<file path="config.mk">
export PLATFORM = sky130hd
export DESIGN_NAME = fetch_stage
export DESIGN_NICKNAME = d
export VERILOG_FILES = /design/src/rtl/cpu_pkg.sv /design/src/rtl/pc_register.sv /design/src/rtl/fetch_stage.sv
export SDC_FILE = /design/constraint.sdc
export NUM_CORES = 1
export LEC_CHECK = 0
export ABC_AREA = 1
export BUFFER_PORTS_ARGS = -buffer_cell sky130_fd_sc_hd__buf_4
export CAP_MARGIN = 20
export CORE_MARGIN = 5
export CORE_UTILIZATION = 48
export CTS_BUF_LIST = sky130_fd_sc_hd__clkbuf_2
export DETAILED_ROUTE_END_ITERATION = 16
export GPL_TIMING_DRIVEN = 0
export PLACE_DENSITY = 0.79
export SYNTH_ARGS = -nofsm -noshare
export SYNTH_HDL_FRONTEND = slang
export SYNTH_HIERARCHICAL = 1
export SYNTH_SLANG_ARGS = --single-unit
</file>
<file path="constraint.sdc">
create_clock -name clk_i -period 1.6 [get_ports clk_i]
set_clock_uncertainty 0.05 [all_clocks]
set_input_delay 0.32 -clock clk_i [delete_from_list [all_inputs] [get_ports clk_i]]
set_output_delay 0.32 -clock clk_i [all_outputs]
set_load 0.02 [all_outputs]
</file>
<file path="src/rtl/cpu_pkg.sv">
// Shared CPU definitions: fetch FSM states, NOP encoding, default reset PC.
package cpu_pkg;

   typedef enum logic [1:0] {
      IDLE   = 2'd0,
      RUN    = 2'd1,
      DRAIN  = 2'd2,
      HALTED = 2'd3
   } fetch_state_e;

   // addi x0, x0, 0
   localparam logic [31:0] NOP_INSTR        = 32'h0000_0013;
   localparam logic [31:0] DEFAULT_RESET_PC = 32'h0000_0000;

   // Force an address onto a word boundary.
   function automatic logic [31:0] word_align(input logic [31:0] i_addr);
      return i_addr & 32'hFFFF_FFFC;
   endfunction

endpackage

</file>
<file path="src/rtl/pc_register.sv">
// Program counter with next-PC selection: redirect, sequential advance, or hold.
module pc_register
   import cpu_pkg::*;
#(
   parameter logic [31:0] RESET_PC = DEFAULT_RESET_PC
) (
   input  logic        i_clk,
   input  logic        i_rst_n,
   input  logic        i_redirect,
   input  logic        i_advance,
   input  logic [31:0] i_target,
   output logic [31:0] o_pc,
   output logic [31:0] o_pc_plus4
);

   logic [31:0] r_pc;
   logic [31:0] w_pc_plus4;

   // Sequential successor wraps naturally modulo 2^32.
   assign w_pc_plus4 = r_pc + 32'd4;

   // PC update: redirect has priority over sequential advance; otherwise hold.
   always_ff @(posedge i_clk) begin
      if (!i_rst_n) begin
         r_pc <= RESET_PC;
      end else if (i_redirect) begin
         r_pc <= word_align(i_target);
      end else if (i_advance) begin
         r_pc <= w_pc_plus4;
      end
   end

   assign o_pc       = r_pc;
   assign o_pc_plus4 = w_pc_plus4;

endmodule

</file>
<file path="src/rtl/fetch_stage.sv">
// Instruction fetch stage: run-control FSM, PC sequencing and the IF/ID register.
module fetch_stage
   import cpu_pkg::*;
#(
   parameter logic [31:0] RESET_PC     = DEFAULT_RESET_PC,
   parameter int unsigned DRAIN_CYCLES = 2
) (
   input  logic        clk_i,
   input  logic        rst_ni,
   input  logic        start_i,
   input  logic        stall_i,
   input  logic        redirect_i,
   input  logic [31:0] redirect_target_i,
   input  logic        halt_detected_i,
   input  logic [31:0] imem_data_i,
   output logic [31:0] imem_addr_o,
   output logic [31:0] if_id_pc_o,
   output logic [31:0] if_id_pc_plus4_o,
   output logic [31:0] if_id_instr_o,
   output logic        if_id_valid_o,
   output logic        running_o,
   output logic        halted_o,
   output logic        misaligned_o
);

   localparam int unsigned CNT_W = (DRAIN_CYCLES > 1) ? $clog2(DRAIN_CYCLES) : 1;
   localparam logic [CNT_W-1:0] CNT_LOAD = CNT_W'(DRAIN_CYCLES - 1);

   fetch_state_e     r_state;
   logic [CNT_W-1:0] r_drain_cnt;
   logic             r_running;
   logic             r_halted;
   logic             r_misaligned;

   logic [31:0] r_if_id_pc;
   logic [31:0] r_if_id_pc_plus4;
   logic [31:0] r_if_id_instr;
   logic        r_if_id_valid;

   logic [31:0] w_pc;
   logic [31:0] w_pc_plus4;
   logic        w_in_run;
   logic        w_halt_take;
   logic        w_redirect_take;
   logic        w_advance;

   // RUN-state event priority: halt, then redirect, then stall, then fetch.
   assign w_in_run        = (r_state == RUN);
   assign w_halt_take     = w_in_run && halt_detected_i;
   assign w_redirect_take = w_in_run && !halt_detected_i && redirect_i;
   assign w_advance       = w_in_run && !halt_detected_i && !redirect_i && !stall_i;

   pc_register #(
      .RESET_PC (RESET_PC)
   ) u_pc_register (
      .i_clk      (clk_i),
      .i_rst_n    (rst_ni),
      .i_redirect (w_redirect_take),
      .i_advance  (w_advance),
      .i_target   (redirect_target_i),
      .o_pc       (w_pc),
      .o_pc_plus4 (w_pc_plus4)
   );

   // Run-control FSM with registered status flags and drain countdown.
   always_ff @(posedge clk_i) begin
      if (!rst_ni) begin
         r_state     <= IDLE;
         r_drain_cnt <= '0;
         r_running   <= 1'b0;
         r_halted    <= 1'b0;
      end else begin
         case (r_state)
            IDLE: begin
               if (start_i) begin
                  r_state   <= RUN;
                  r_running <= 1'b1;
               end
            end
            RUN: begin
               if (halt_detected_i) begin
                  r_state     <= DRAIN;
                  r_drain_cnt <= CNT_LOAD;
                  r_running   <= 1'b0;
               end
            end
            DRAIN: begin
               // Leave one cycle after the counter has reached zero.
               if (r_drain_cnt == '0) begin
                  r_state  <= HALTED;
                  r_halted <= 1'b1;
               end else begin
                  r_drain_cnt <= r_drain_cnt - CNT_W'(1);
               end
            end
            HALTED: begin
               r_state <= HALTED;
            end
            default: begin
               r_state   <= IDLE;
               r_running <= 1'b0;
               r_halted  <= 1'b0;
            end
         endcase
      end
   end

   // IF/ID register: flush on halt or redirect, capture on sequential fetch, else hold.
   always_ff @(posedge clk_i) begin
      if (!rst_ni) begin
         r_if_id_pc       <= '0;
         r_if_id_pc_plus4 <= '0;
         r_if_id_instr    <= NOP_INSTR;
         r_if_id_valid    <= 1'b0;
      end else if (w_halt_take || w_redirect_take) begin
         r_if_id_instr <= NOP_INSTR;
         r_if_id_valid <= 1'b0;
      end else if (w_advance) begin
         r_if_id_pc       <= w_pc;
         r_if_id_pc_plus4 <= w_pc_plus4;
         r_if_id_instr    <= imem_data_i;
         r_if_id_valid    <= 1'b1;
      end
   end

   // Sticky flag for a taken redirect whose target is not word aligned.
   always_ff @(posedge clk_i) begin
      if (!rst_ni) begin
         r_misaligned <= 1'b0;
      end else if (w_redirect_take && redirect_target_i[1]) begin
         r_misaligned <= 1'b1;
      end
   end

   assign imem_addr_o      = w_pc;
   assign if_id_pc_o       = r_if_id_pc;
   assign if_id_pc_plus4_o = r_if_id_pc_plus4;
   assign if_id_instr_o    = r_if_id_instr;
   assign if_id_valid_o    = r_if_id_valid;
   assign running_o        = r_running;
   assign halted_o         = r_halted;
   assign misaligned_o     = r_misaligned;

endmodule

</file>
* Yosys cells after proc, flatten, opt, wreduce, memory -nomap -nowiden
Cells that the tools add are included.
W data, S select, Z words.
** Cells by class
- Add/sub/neg operators :: 2
- Eq/ne operators :: 6
- Multiplexer cells :: 12
- Bitwise logic cells :: 3
- Reduce and logical (&&, ||, !) cells :: 21
** Operator list (count)
- $mux W32 :: 2
- $add A32 B3 Y32 const B :: 1
- $pmux W2 S4 :: 1
- $logic_and A1 B1 Y1 :: 6
- $mux W2 :: 3
- $ne A2 B2 Y1 const B :: 3
- $reduce_and A2 Y1 :: 3
- $reduce_and A3 Y1 :: 2
- $reduce_bool A2 Y1 :: 3
- $eq A2 B2 Y1 const B :: 2
- $mux W1 :: 4
- $pmux W1 S2 :: 2
- $reduce_or A2 Y1 :: 2
- $logic_not A1 Y1 :: 3
- $not A1 Y1 :: 3
- $eq A2 B1 Y1 const B :: 1
- $logic_not A2 Y1 :: 1
- $logic_or A1 B1 Y1 :: 1
- $sub A1 B1 Y1 const B :: 1
** Word-level totals
- Register bits after elaboration :: 135
- Bits of input ports :: 70

* Depth between registers and ports, before layout
- Depth in word-level cells :: 6
- Gate-level depth with buffers :: 11
- Depth with buffers taken out :: 10

* Cells and area by module
Netlist, hierarchy kept.
** Modules (own cells, without submodules)
- fetch_stage :: times used 1, cells each 595, area an instance 4097.7 um^2, sequential area each 2062.0 um^2
- pc_register :: times used 1, cells each 326, area an instance 2150.8 um^2, sequential area each 600.6 um^2

* Worst setup path after synthesis
Ideal clock, no wire load.
- Path kind :: register to register
- Start :: register u_pc_register.r_pc[3] (netlist: u_pc_register/o_pc[3])
- End :: register r_if_id_pc_plus4[22] (netlist: if_id_pc_plus4_o[22])
- Arrival time :: 1.613 ns
- Data required time :: 1.437 ns
- Setup slack :: -0.175 ns
- Stages on the path, launching flop included :: 10
- Path buffers :: 0
- Period minus slack after synthesis :: 1.775 ns
- Path through :: dfxtp_1 -> ha_1 -> nand2_1 -> nor2_4 -> nand2_4 -> nor2_4 -> nand3_1 -> and2_1 -> nor2_1 -> nor2_1
** On the way
- Cells in the longest elaborated chain, start to end :: 1
** RTL lines
- start: declaration :: RTL line pc_register.sv:16 : logic [31:0] r_pc;
- start signal: assignment :: RTL line pc_register.sv:27 : r_pc <= word_align(i_target);
- start signal: assignment :: RTL line pc_register.sv:29 : r_pc <= w_pc_plus4;
- $add A32 B3 Y32 :: RTL line pc_register.sv:20 : assign w_pc_plus4 = r_pc + 32'd4;
- named net w_pc_plus4[22] :: RTL line fetch_stage.sv:41 : logic [31:0] w_pc_plus4;
- end signal: assignment :: RTL line fetch_stage.sv:120 : r_if_id_pc_plus4 <= w_pc_plus4;
- end: declaration :: RTL line fetch_stage.sv:36 : logic [31:0] r_if_id_pc_plus4;
The timed path passes the listed nets, and every way through them passes these cells.
A chain may end at the register's enable or synchronous reset.

* Worst setup path in the final report
- Start :: register u_pc_register.r_pc[9] (netlist: u_pc_register/o_pc[9])
- End :: register u_pc_register.r_pc[26] (netlist: u_pc_register/o_pc[26])
** On the way
- Cells in the longest elaborated chain, start to end :: 3
** RTL lines
- $add A32 B3 Y32 :: RTL line pc_register.sv:20
- named net w_pc_plus4[26] :: RTL line fetch_stage.sv:41
- $mux W32 :: RTL line pc_register.sv:28 : end else if (i_advance) begin
- $mux W32 :: RTL line pc_register.sv:26 : end else if (i_redirect) begin
The timed path passes the listed nets, and every way through them passes these cells. The select of a mux whose other input is x is not followed.

==> metrics.md <==
| Metric | Value |
|---|---|
| Slew HR | 0.4752 |
| Max Cap Viol | 0 |
| Routability cong. | 0.9385 |
| Crit path DAT | 2.47 ns |
| Slew Limit Fails | 0 |
| EDFF count, synth | 0 |
| Clock Pin Slew Worst Setup and Hold Paths | 0.19 ns |
| Sink Count | 133 |
| Die X | 124.1 um |
| Fmax | 551.2 MHz |
| Top Metal Used | met4 |
| Crit path capture type | flop |
| Ys async rst share | 0 |
| Worst r2r src | u_pc_register/o_pc[9] |
| XOR/XNOR share of the synthesized area | 0.02944 |
| Pwr Density | 653.2 nW/um2 |
| Multiplexer share of the synthesized area | 0 |
| WP buf/inv | 2 |
| Simple-Gate Fraction of Synth Area | 0.3656 |
| Deepest clock path buffer count | 2 |
| Worst reg-to-reg path cell count | 10 |
| Layout cells sized above 1 | 0.4700 |
| Layout Nets | 1,360 |
| CP delay by family, top | simple AND/OR/NAND/NOR gates |
| Worst EP required | 2.26 ns |
| Hold Crit Class | input port to flop |
| Crit Path Max Fanout | 5 |
| Library cells used by synthesis | 29 |
| PortBufs | 198 |
| Full die area | 15,400 um2 |
| Largest net degree at the start of global routing | 17 |
| Filler cells | 575 |
| H-tree depth | 4 |
| Remaining DRCs | 0 |
| Min cycle time layout | 1.814 ns |
| Clock Tree Root | clkbuf_2 |
| Complex-gate fraction of the synthesized area | 0.07669 |
| WHS Endpoint | u_pc_register/o_pc[27] |
| Routed met3 length | 3060 um |
| Largest area contributor in the netlist | dfxtp_1 |
| Fin util | 0.8613 |
| Rows | 41 |
| Syn_area_per_cell | 6.784 um2 |
| Crit start category | flop |
| Largest family of logic cells by synthesized area | simple AND/OR/NAND/NOR gates |
| Die height | 124.1 um |
| Seq cells post-synth | 133 |
| R2R Setup Slk | -0.21 ns |
| Worst-margin pin slew | 0.7872 ns |
| CTS tree | built |
| Worst path cell trace | buf_6 > nand2_2 > nor2_4 > nand2_4 > nor2_4 > buf_6 > nand3b_1 > nand2_2 > nand2_1 > a21oi_1 |
| Post-Synth Adder-Cell Area | 0.002002 |
| Violated checks | negative setup slack |
| ANT nets after route | 0 |
| Initial antenna violation count | 2 |
| Post-synth top area share | 0.4261 |
| Final period utilization | 1.134 |
| DR WL met2 | 14,360 um |
| Finished Cell Area | 10,910 um2 |
| Via count | 8,330 |
| Layout Area Growth over Synthesis | 74.65% |
| RSZ-0062 raised after global routing | yes |
| Final HPWL DP | 14,530 um |
| Drt wl/cell | 20.24 um |
| CP max stage delay | 0.40 ns |
| Final Hold Vio Count | 0 |
| Worst vdd ir | 0.4626 mV |
| Number of global-route vias before repair | 7,499 |
| Prevailing post-synth register cell | dfxtp_1 |
| DRT met1 WL | 10,170 um |
| Critical Path Slowest Stage Cell | dfxtp_4 |
| Worst setup path category | flop to flop |
| Reg2reg end | u_pc_register/o_pc[26] |
| Skew-Pair Late Insertion Delay | 0.79 ns |
| Hold path depth | 6 |
| Synth cell count leaders | nand2_1, nor2_1, dfxtp_1, inv_1, a21oi_1 |
| Routed Wire Length | 29,940 um |
| Gr usage total | 0.3215 |
| Detailed-route vias per instance | 5.632 |
| YS warnings | 6 |
| CTS Buf Count | 17 |
| Sequential area share after synthesis | 0.4261 |
| DR pass1 iterations | 6 |
| Final worst slack | -0.2142 ns |
| Most frequent cell after synthesis | nand2_1 |
| Cell Area, Synth | 6248 um2 |
| Outcome | finished with violations |
| Remaining Overflow, GRT | 0 |
| Initial Utilization | 0.4931 |
| Worst hold start | redirect_i |
| Core area | 12,670 um2 |
| Starting DRT DRC Count | 1,194 |
| Lkg Pwr | 0.005199 uW |
| IO Count | 202 |
| Synth area leaders | dfxtp_1, nand2_1, nor2_1 |
| Final setup viols | 185 |
| Post-Syn Instances | 921 |
| Global-route wire length before repair | 37,910 um |
| Placed Area | 7970 um2 |
-- repair_timing --
| item | CTS | global route |
|---|---|---|
| gates resized for setup | 321 | 166 |
| endpoints found under the hold margin | 67 | 1 |
| endpoints found under the setup margin | 222 | 186 |
| buffers inserted | 44 | 34 |
| hold buffers | 70 | 1 |
| pin swaps | 8 | 72 |
| cloned | 1 | 2 |
-- per-layer routing --
metal,track usage,up-vias
met5,0,-
met4,0.1903,0
met3,0.07266,230
met2,0.5436,700
met1,0.3711,3813
li1,-,3587
-- through the flow --
stage          std cells  total power (uW)  TNS (ns)  hold WS (ns)  setup slack (ns)
3_3_place_gp        1294              4401    -24.98        0.3843           -0.6291
6_report            1479              7129    -10.87        0.2019           -0.2142
4_1_cts             1441              6862    -6.449        0.2161          -0.08115
3_5_place_dp        1294              4412    -27.73        0.3994           -0.6790
5_1_grt             1476              7364    -20.00        0.1618           -0.2125
2_1_floorplan        924              4009  -0.04027        0.3670          -0.04027
-- worst register-to-register path, cell delays in order, from the launching register on --
cell and delay (ns):
dfxtp_4 0.40, buf_6 0.13, nand2_2 0.10, nor2_4 0.16
nand2_4 0.11, nor2_4 0.22, buf_6 0.14, nand3b_1 0.08
nand2_2 0.12, nand2_1 0.09, a21oi_1 0.14
-- registers in the layout (all words and copies together) (netlist names) --
register	count
halted_o	1
if_id_instr_o	32
if_id_pc_o	32
if_id_pc_plus4_o	32
if_id_valid_o	1
misaligned_o	1
r_drain_cnt	1
r_state	2
running_o	1
u_pc_register/o_pc	30
-- placed cells by master, fill, tap and decap left out, drive strengths merged, types with 21 or more instances in the layout --
cell type,count
dfxtp,133
buf,311
nand4,28
a22oi,21
a21oi,53
dlygate4sd3,69
inv,96
clkbuf,36
nor2,177
nand2,302
-- final cells by class --
cell class                 count  area (um2)  area share
multi-input combinational    643        3415      0.3129
timing repair buffer         348        3390      0.3106
sequential                   133        2908      0.2665
inverter                      97       386.6     0.03543
buffer                        49       329.1     0.03015
tap                          172       215.2     0.01972
clock inverter                13       162.7     0.01490
clock buffer                  19       95.09    0.008714
antenna                        5       12.51    0.001147
-- worst max path at each step --
stage,end,cells past startpoint,from,slack (ns)
global route,u_pc_register/o_pc[26],10,u_pc_register/o_pc[9],-0.21
global placement,u_pc_register/o_pc[21],9,redirect_i,-0.63
CTS,imem_addr_o[19],1,u_pc_register/o_pc[19],-0.08
floorplan,if_id_pc_plus4_o[22],9,u_pc_register/o_pc[2],-0.04
detailed placement,u_pc_register/o_pc[16],9,redirect_i,-0.68
finish,u_pc_register/o_pc[26],10,u_pc_register/o_pc[9],-0.21
-- logic make-up after synthesis --
group,after synthesis
flip-flops,133
other,1
adder cells (fa/ha/maj),1
XOR/XNOR,15
AND/OR/NAND/NOR,540
AO/OA/AOI/OAI,83
buffers and inverters,148
-- where the power goes --
part / switching (uW) / total [uW] / internal [uW]
logic: 707 / 1330 / 627
registers: 87.6 / 3470 / 3380
clock network: 1310 / 2320 / 1010
Power figures use the tool's default switching activity.
